===== config.mk =====
export PLATFORM = sky130hd
export DESIGN_NAME = la_ioshortctrl
export DESIGN_NICKNAME = d
export VERILOG_FILES = /design/src/rtl/la_ioshortctrl.sv
export SDC_FILE = /design/constraint.sdc
export NUM_CORES = 1
export LEC_CHECK = 0
export CELL_PAD_IN_SITES_DETAIL_PLACEMENT = 0
export CELL_PAD_IN_SITES_GLOBAL_PLACEMENT = 2
export CORE_MARGIN = 1.5
export CORE_UTILIZATION = 39
export CTS_CLUSTER_DIAMETER = 60
export DETAILED_ROUTE_END_ITERATION = 6
export DONT_BUFFER_PORTS = 1
export GPL_TIMING_DRIVEN = 0
export HOLD_SLACK_MARGIN = 0.12
export PLACE_DENSITY_LB_ADDON = 0.1
export RECOVER_POWER = 50
export SLEW_MARGIN = 40
export SYNTH_ARGS = -nofsm -noshare
export SYNTH_HDL_FRONTEND = slang
export SYNTH_SLANG_ARGS = --single-unit

===== constraint.sdc =====
create_clock -name clk -period 2.3 [get_ports clk]
set_input_delay 0.23 -clock clk [delete_from_list [all_inputs] [get_ports clk]]
set_output_delay 0.23 -clock clk [all_outputs]
set_load 0.05 [all_outputs]

===== src/rtl/la_ioshortctrl.sv =====
// rtl/la_ioshortctrl.sv - direction controller for a steerable bidirectional pad short
//
// Arbitrates side A and side B for one shared pad net. It inserts a high-Z
// turnaround gap of TURN cycles on every direction flip and drives the
// registered a2b select plus the per-side grants.
//
// Ports:
//   clk    - single clock, rising edge
//   reset  - synchronous, active-high
//   req_a  - side A wants to drive (A->B), level
//   req_b  - side B wants to drive (B->A), level
//   a2b    - direction select, 1 = A drives B
//   oe     - short enable, 0 = both sides high-Z
//   gnt_a  - side A owns the net
//   gnt_b  - side B owns the net
//   busy   - controller is not idle
//
// Optional feature: define LA_IOSHORTCTRL_TIMEOUT_EN to build the MAXHOLD
// hold counter that lets a waiting side preempt a long-running owner.

module la_ioshortctrl #(
    parameter int unsigned TURN    = 2,
    parameter int unsigned MAXHOLD = 64
) (
    input  logic clk,
    input  logic reset,
    input  logic req_a,
    input  logic req_b,
    output logic a2b,
    output logic oe,
    output logic gnt_a,
    output logic gnt_b,
    output logic busy
);

    if (TURN < 1 || TURN > 255 || MAXHOLD < 1 || MAXHOLD > 65535) begin : g_bad_cfg
        $error("la_ioshortctrl: TURN or MAXHOLD out of range");
    end

    typedef enum logic [1:0] {S_IDLE, S_TURN, S_DRV_A, S_DRV_B} state_t;

    localparam logic [7:0] TURN_LOAD = 8'(TURN - 1);

    state_t     state_q, state_d;
    logic       a2b_q, a2b_d;
    logic       oe_q, oe_d;
    logic       gnt_a_q, gnt_a_d;
    logic       gnt_b_q, gnt_b_d;
    logic       busy_q, busy_d;
    logic       last_q, last_d;     // 1 = A was granted most recently
    logic       pend_q, pend_d;     // side waiting out the turnaround, 1 = A
    logic [7:0] cnt_q, cnt_d;

`ifdef LA_IOSHORTCTRL_TIMEOUT_EN
    localparam logic [15:0] MAXHOLD_W = 16'(MAXHOLD);
    logic [15:0] hold_q, hold_d, hold_inc;
    logic        oth_req;
`endif

    logic win_a;        // idle arbitration result, 1 = A
    logic own_a;        // current owner in DRV, 1 = A
    logic own_req;
    logic pend_req;
    logic idle_go, turn_go, drv_go, dir_a;

    always_comb begin
        state_d = state_q;
        a2b_d   = a2b_q;
        oe_d    = oe_q;
        gnt_a_d = gnt_a_q;
        gnt_b_d = gnt_b_q;
        busy_d  = busy_q;
        last_d  = last_q;
        pend_d  = pend_q;
        cnt_d   = cnt_q;
        idle_go = 1'b0;
        turn_go = 1'b0;
        drv_go  = 1'b0;
        dir_a   = 1'b0;

        // Round-robin on a tie: the side that did not own the net last wins.
        win_a    = (req_a && req_b) ? ~last_q : req_a;
        own_a    = (state_q == S_DRV_A);
        own_req  = own_a ? req_a : req_b;
        pend_req = pend_q ? req_a : req_b;

`ifdef LA_IOSHORTCTRL_TIMEOUT_EN
        hold_d   = hold_q;
        hold_inc = (hold_q == MAXHOLD_W) ? hold_q : hold_q + 16'd1;
        oth_req  = own_a ? req_b : req_a;
`endif

        case (state_q)
            S_IDLE: begin
                if (req_a || req_b) begin
                    dir_a = win_a;
                    // No flip needed: the pad is already pointing the right way.
                    if (win_a == a2b_q) drv_go  = 1'b1;
                    else                turn_go = 1'b1;
                end
            end
            S_TURN: begin
                if (!pend_req) begin
                    idle_go = 1'b1;
                end else if (cnt_q == 8'd0) begin
                    drv_go = 1'b1;
                    dir_a  = pend_q;
                end else begin
                    cnt_d = cnt_q - 8'd1;
                end
            end
            S_DRV_A, S_DRV_B: begin
                if (!own_req) begin
                    idle_go = 1'b1;
                end
`ifdef LA_IOSHORTCTRL_TIMEOUT_EN
                // hold_inc counts the DRV cycle ending now; preempt once the
                // owner has had MAXHOLD cycles and the other side is waiting.
                else if (hold_inc == MAXHOLD_W && oth_req) begin
                    turn_go = 1'b1;
                    dir_a   = ~own_a;
                end else begin
                    hold_d = hold_inc;
                end
`endif
            end
            default: idle_go = 1'b1;
        endcase

        if (idle_go) begin
            state_d = S_IDLE;
            oe_d    = 1'b0;
            gnt_a_d = 1'b0;
            gnt_b_d = 1'b0;
            busy_d  = 1'b0;
        end
        if (turn_go) begin
            state_d = S_TURN;
            a2b_d   = dir_a;
            pend_d  = dir_a;
            cnt_d   = TURN_LOAD;
            oe_d    = 1'b0;
            gnt_a_d = 1'b0;
            gnt_b_d = 1'b0;
            busy_d  = 1'b1;
        end
        if (drv_go) begin
            state_d = dir_a ? S_DRV_A : S_DRV_B;
            oe_d    = 1'b1;
            gnt_a_d = dir_a;
            gnt_b_d = ~dir_a;
            busy_d  = 1'b1;
            last_d  = dir_a;
`ifdef LA_IOSHORTCTRL_TIMEOUT_EN
            hold_d  = 16'd0;
`endif
        end
    end

    always_ff @(posedge clk) begin
        if (reset) begin
            state_q <= S_IDLE;
            a2b_q   <= 1'b0;
            oe_q    <= 1'b0;
            gnt_a_q <= 1'b0;
            gnt_b_q <= 1'b0;
            busy_q  <= 1'b0;
            last_q  <= 1'b0;
            pend_q  <= 1'b0;
            cnt_q   <= 8'd0;
`ifdef LA_IOSHORTCTRL_TIMEOUT_EN
            hold_q  <= 16'd0;
`endif
        end else begin
            state_q <= state_d;
            a2b_q   <= a2b_d;
            oe_q    <= oe_d;
            gnt_a_q <= gnt_a_d;
            gnt_b_q <= gnt_b_d;
            busy_q  <= busy_d;
            last_q  <= last_d;
            pend_q  <= pend_d;
            cnt_q   <= cnt_d;
`ifdef LA_IOSHORTCTRL_TIMEOUT_EN
            hold_q  <= hold_d;
`endif
        end
    end

    assign a2b   = a2b_q;
    assign oe    = oe_q;
    assign gnt_a = gnt_a_q;
    assign gnt_b = gnt_b_q;
    assign busy  = busy_q;

endmodule


==> run_results.csv, run 1 <==
group,metric,value,unit
run_status,status,"finished, final reports clean",
power_and_ir_drop,pwr-share-clk,0.136,
synth,syn_avg_cell_area,8.75,sq um
drt,viasPerCell,5.19,
worst_setup_path,r2r_slack,0.24,ns
floorplan,die_h,48.9,um
cts,clockRootBuffer,"clkbuf_4",
cts,ctsResizeCount,0,
final_layout,fin_nets,105,
synth,synthMuxAreaShare,0.0365,
synth,synth_top_family_by_area,"simple AND/OR/NAND/NOR gates",
sta,drv_slew,0,
sta,period_share,0.893,
power_and_ir_drop,worst_ir_drop_vdd,0.846,mV
synth,synth-xor-area-share,0.0639,
cts,clk_pin_slew,0.09,ns
synth,netlist_area,822,sq um
power_and_ir_drop,finalPower,0.00112,W
drt,drt_iter0_drc,12,
final_layout,area_growth,7.31,%
drt,antenna_left,0,
run,max_cap_violations,0,
cts,cts_setup_buffers,0,
synth,yosysUniqueCellTypes,39,
floorplan,ioPinCount,9,
power_and_ir_drop,seqPwrFrac,0.444,
cts,cts_made_buffers,3,
cts,cts_sinks,15,
final_layout,final_cell_count_no_fill,125,
drt,wl_per_cell,12.3,um
worst_setup_path,reg2reg_depth,5,
sta,setup_viol,0,
synth,yosysTopAreaCell,"dfxtp_1",
floorplan,die_area,2390,sq um
cts,clk_latency,0.28,ns
drt,drc,0,
worst_setup_path,path_class,"reg2reg",
synth,ys_top_cells_by_area,"dfxtp_1 (37%), nor2_1 (5.5%), xor2_1 (5.3%)",
place,place_inst,121,
synth,ys_dominant_reg_cell,"dfxtp_1",
synth,synth_fa_ha_area_frac,0.0304,
sta,fin_hold_ws,0.247,ns
power_and_ir_drop,swShare,0.476,
worst_setup_path,crit_path_end,"cnt_q[5]$_SDFFE_PP0P_",
synth,synth_edf_count,0,
sta,tightest_slew,0.722,ns
floorplan,num_rows,16,
worst_setup_path,crit_path_start_kind,"register",
drt,vias,649,
place,port_buffers,0,
floorplan,die_w,48.9,um
cts,cts_tree,"built",
global_route,grt_pass1_vias,573,
global_route,grt-ovfl-total,0,
synth,yosysSeqAreaShare,0.365,
global_route,grt_max_degree,11,
drt,dr.pass1.iters,4,
place,gp_congestion,0.707,
sta,finalClockSkew,0.00502,ns
worst_setup_path,r2r_start,"pend_q$_SDFFE_PP0P_",
sta,rsz0062_at_grt,"false",
sta,slew_headroom,0.518,
floorplan,initial_core_util,0.415,
cts,cts_hold_buf,0,
power_and_ir_drop,cellPowerDensity,1270,nW/um^2
final_layout,antenna_cells,0,
synth,synth-compound-area-share,0.186,
worst_setup_path,critPathCaptureType,"register",
final_layout,drive_gt1_frac,0.133,
global_route,antenna_found_initial,0,
place,place_hpwl,1130,um
sta,period_minus_slack,2.06,ns
power_and_ir_drop,combPwrFrac,0.420,
power_and_ir_drop,p_leak,0.327,nW
min_path,hold_class,"in2reg",
power_and_ir_drop,switchingPower,0.000532,W
worst_setup_path,cp-startpoint,"pend_q$_SDFFE_PP0P_",
worst_setup_path,required,2.47,ns
cts,htree_levels,1,
global_route,grt_pass1_wl,2610,um
global_route,grt_usage,0.140,
synth,syn_inst,94,
synth,synth_nets,100,
synth,synth_warnings,0,
worst_setup_path,arrival,2.22,ns
cts,cts_buffer_depth,2,
synth,synth_top_area_frac,0.365,
sta,fmax,487,MHz
synth,synth_most_common_cell,"dfxtp_1",
worst_setup_path,cp_max_fo,10,
synth,synth_common_cells,"dfxtp_1 (15), nor2_1 (12), a21oi_1 (7)",
sta,finalHoldViolCount,0,
synth,synth-seq-cells,15,
floorplan,coreArea,1980,sq um
drt,drt_wl_total,1540,um
sta,setup_tns,0,ns
worst_setup_path,r2r_end,"cnt_q[5]$_SDFFE_PP0P_",
synth,synthSimpleGateAreaFrac,0.291,
power_and_ir_drop,internal_power,0.000587,W
synth,async_flop_share,0,
==> per-stage QoR <==
| step | area [sq um] | util | setup WS, ns |
|---|---|---|---|
| detailed placement | 856 | 0.432 | 0.262 |
| finish | 882 | 0.445 | 0.245 |
| global route | 882 | 0.445 | 0.0812 |
| CTS | 882 | 0.445 | 0.253 |
| floorplan | 822 | - | 0.437 |
| global placement | 856 | 0.432 | 0.269 |
==> worst min-delay path by stage <==
stage / start / to / slack, ns / cells past startpoint
2_1_floorplan: cnt_q[6]$_SDFFE_PP0P_ / cnt_q[6]$_SDFFE_PP0P_ / 0.47 / 2
3_3_place_gp: cnt_q[6]$_SDFFE_PP0P_ / cnt_q[6]$_SDFFE_PP0P_ / 0.49 / 2
3_5_place_dp: cnt_q[6]$_SDFFE_PP0P_ / cnt_q[6]$_SDFFE_PP0P_ / 0.50 / 2
4_1_cts: req_a / state_q[0]$_SDFFE_PP0P_ / 0.24 / 3
5_1_grt: req_a / state_q[0]$_SDFFE_PP0P_ / 0.26 / 3
6_report: req_a / state_q[0]$_SDFFE_PP0P_ / 0.25 / 3
==> flip-flops by register name, indices dropped and copies added (netlist names) <==
name / cells
last_q: 1
oe: 1
cnt_q: 8
state_q: 1
pend_q: 1
gnt_a: 1
busy: 1
gnt_b: 1
==> metal layers <==
metal  vias up  wire, um  global-route usage  part of all wire
met2        10       630               0.189              0.41
met5         -         0                   0                 0
met3         2        76              0.0429             0.049
li1        343         -                   -                 -
met1       294       814               0.199              0.53
met4         0        14              0.0714            0.0091
==> layout by cell type, fill, tap and decap left out, types with 2 or more instances in the layout <==
cell      instances
a21boi_0          2
a21oi_1           7
and2_2            2
clkbuf_1          2
clkbuf_4          3
dfxtp_1          15
ha_1              2
inv_1             4
mux2i_1           3
nand2_1           5
nand2b_1          2
nand3_1           5
nor2_1           12
nor3_1            3
nor4_1            2
xor2_1            5
==> power groups by stage <==
| stage | clock (W) | combinational [W] | sequential, W |
|---|---|---|---|
| after floorplan | 0 | 0.000397 | 0.000484 |
| after global routing | 0.000172 | 0.000527 | 0.000510 |
| after CTS | 0.000160 | 0.000472 | 0.000497 |
| final | 0.000152 | 0.000470 | 0.000497 |
| after global placement | 0 | 0.000471 | 0.000502 |
| after detailed placement | 0 | 0.000470 | 0.000503 |
==> kinds of logic after synthesis <==
| kind of cell | count (synthesis) |
|---|---|
| DFF | 15 |
| buffers and inverters | 6 |
| xor gates and xnor gates | 6 |
| adders and majority gates | 2 |
| AOI/OAI and AO/OA | 20 |
| and+or+nand+nor | 42 |
| muxes | 3 |
==> worst max-delay path, cell delays in order (launching register included) <==
cell and delay, ns:
dfxtp_1 0.80, o211ai_1 0.19, a21boi_0 0.41, or2_2 0.18, clkbuf_1 0.26, nor2_1 0.09
==> area by class of cell <==
cell class | instances | area [sq um]
tap | 27 | 33.8
buffer | 2 | 7.51
fill | 201 | 1100
inverter | 4 | 15.0
clock buffer | 4 | 26.3
sequential | 15 | 300
multi-input combinational | 73 | 499
Note: power is estimated with default switching activity, not from simulation.
==> inputs of run 2 (changes only) <==
- clock period: 2.3 -> 2.55 ns (I/O delays scaled with it)
==> run 2 against run 1 <==
Via count did not move. Sequential power fell by 9.9%. Die area did not move. Flip-flop and latch count did not move. Critical path type unchanged. Largest power group unchanged. Highest routed layer unchanged.
==> run_results.csv, run 2 (synthesis results as in run 1) <==
group,metric,value,unit
run_status,status,"finished, final reports clean",
drt,viasPerCell,5.19,
place,port_buffers,0,
floorplan,die_area,2390,sq um
final_layout,regMostFlops,"cnt_q",
power_and_ir_drop,seqPwrFrac,0.447,
cts,cts_buffer_depth,2,
sta,rsz0062_at_grt,"false",
final_layout,area_growth,6.39,%
sta,setup_tns,0,ns
worst_setup_path,path_class,"reg2reg",
worst_setup_path,crit_path_start_kind,"register",
global_route,antenna_found_initial,0,
sta,period_minus_slack,2.18,ns
worst_setup_path,critPathCaptureType,"register",
drt,vias,649,
drt,drt_wl_total,1540,um
cts,cts_made_buffers,3,
power_and_ir_drop,combPwrFrac,0.417,
drt,dr.pass1.iters,4,
worst_setup_path,path_delay_family,"simple AND/OR/NAND/NOR gates",
cts,cts_hold_buf,0,
worst_setup_path,worstPathBufferInverterCount,0,
floorplan,num_rows,16,
worst_setup_path,arrival,2.40,ns
global_route,grt_pass1_wl,2610,um
sta,slew_headroom,0.518,
place,place_inst,121,
cts,clockRootBuffer,"clkbuf_4",
place,place_hpwl,1130,um
global_route,grt-ovfl-total,0,
sta,period_share,0.854,
global_route,grt_usage,0.140,
cts,clk_pin_slew,0.09,ns
worst_setup_path,cp_cell_sequence,"and2_2 -> o21a_1 -> nand4_4 -> or4_1 -> a21oi_1",
sta,setup_viol,0,
final_layout,final_core_utilization,0.441,
cts,cts_setup_buffers,0,
floorplan,die_h,48.9,um
worst_setup_path,required,2.77,ns
floorplan,ioPinCount,9,
sta,drv_slew,0,
final_layout,final_common_cell,"dfxtp_1",
power_and_ir_drop,pwr-share-clk,0.137,
cts,cts_sinks,15,
sta,finalClockSkew,0.00503,ns
final_layout,final_cell_mix,"dfxtp_1 (15), nor2_1 (12), a21oi_1 (7)",
global_route,grt_pass1_vias,573,
final_layout,drive_gt1_frac,0.122,
final_layout,final_cell_count_no_fill,125,
floorplan,die_w,48.9,um
worst_setup_path,slowest_stage,"dfxtp_1",
run,max_cap_violations,0,
final_layout,antenna_cells,0,
cts,ctsResizeCount,0,
floorplan,coreArea,1980,sq um
cts,htree_levels,1,
sta,finalHoldViolCount,0,
power_and_ir_drop,internal_power,0.000524,W
drt,antenna_left,0,
drt,wl_per_cell,12.3,um
power_and_ir_drop,swShare,0.478,
worst_setup_path,cp_max_fo,10,
cts,clk_latency,0.28,ns
drt,drt_iter0_drc,12,
final_layout,fin_nets,105,
floorplan,initial_core_util,0.415,
sta,tightest_slew,0.721,ns
place,gp_congestion,0.707,
power_and_ir_drop,p_leak,0.325,nW
power_and_ir_drop,worst_ir_drop_vdd,0.763,mV
global_route,grt_max_degree,11,
final_layout,largest_reg_flops,8,
cts,cts_tree,"built",
power_and_ir_drop,cellPowerDensity,1150,nW/um^2
min_path,hold_class,"in2reg",
worst_setup_path,slowest_delay,0.80,ns
sta,fmax,459,MHz
power_and_ir_drop,switchingPower,0.000480,W
drt,drc,0,
## run 2: cell counts in the layout (fill, tap and decap cells not counted)
Identical to the previous run, type by type.
## run 2: worst reg2reg max path, stage by stage (launching register included)
cell and delay, ns:
dfxtp_1 0.80, and2_2 0.29, o21a_1 0.34, nand4_4 0.15, or4_1 0.41, a21oi_1 0.14
## run 2: power groups by stage
stage          Clock [W]  Sequential [W]  Combinational, W
6_report        0.000137        0.000448          0.000419
2_1_floorplan          0        0.000437          0.000358
4_1_cts         0.000144        0.000448          0.000426
3_5_place_dp           0        0.000454          0.000424
3_3_place_gp           0        0.000452          0.000424
5_1_grt         0.000155        0.000460          0.000468
## run 2: layout make-up
class	count	area [sq um]
flip-flops and latches	15	300
fillers	203	1110
clock buffers	4	26.3
multi-input cells	73	492
inverters	4	15.0
plain buffers	2	7.51
well taps	27	33.8
## run 2: final timing paths
check                                            from  cells past startpoint  slack (ns)                      end
worst max-delay path              pend_q$_SDFFE_PP0P_                      5        0.37    cnt_q[6]$_SDFFE_PP0P_
worst min-delay path                            req_a                      3        0.27  state_q[0]$_SDFFE_PP0P_
worst min register to register  cnt_q[6]$_SDFFE_PP0P_                      2        0.52    cnt_q[6]$_SDFFE_PP0P_
worst max register to register    pend_q$_SDFFE_PP0P_                      5        0.37    cnt_q[6]$_SDFFE_PP0P_
## run 2: routing by layer
layer	share of wire	global-route usage	vias up	wire length, um
li1	-	-	343	-
met5	0	0	-	0
met3	0.049	0.0429	2	76
met4	0.0091	0.0714	0	14
met2	0.41	0.189	10	629
met1	0.53	0.199	294	820
## run 2: through the flow
step                      area, sq um  hold slack, ns  power (W)  worst slack [ns]
after floorplan                   822           0.467   0.000795             0.687
after global placement            856           0.493   0.000877             0.519
after detailed placement          856           0.498   0.000878             0.512
after CTS                         882           0.264    0.00102             0.503
after global routing              875           0.284    0.00108             0.202
final                             875           0.272    0.00100             0.372
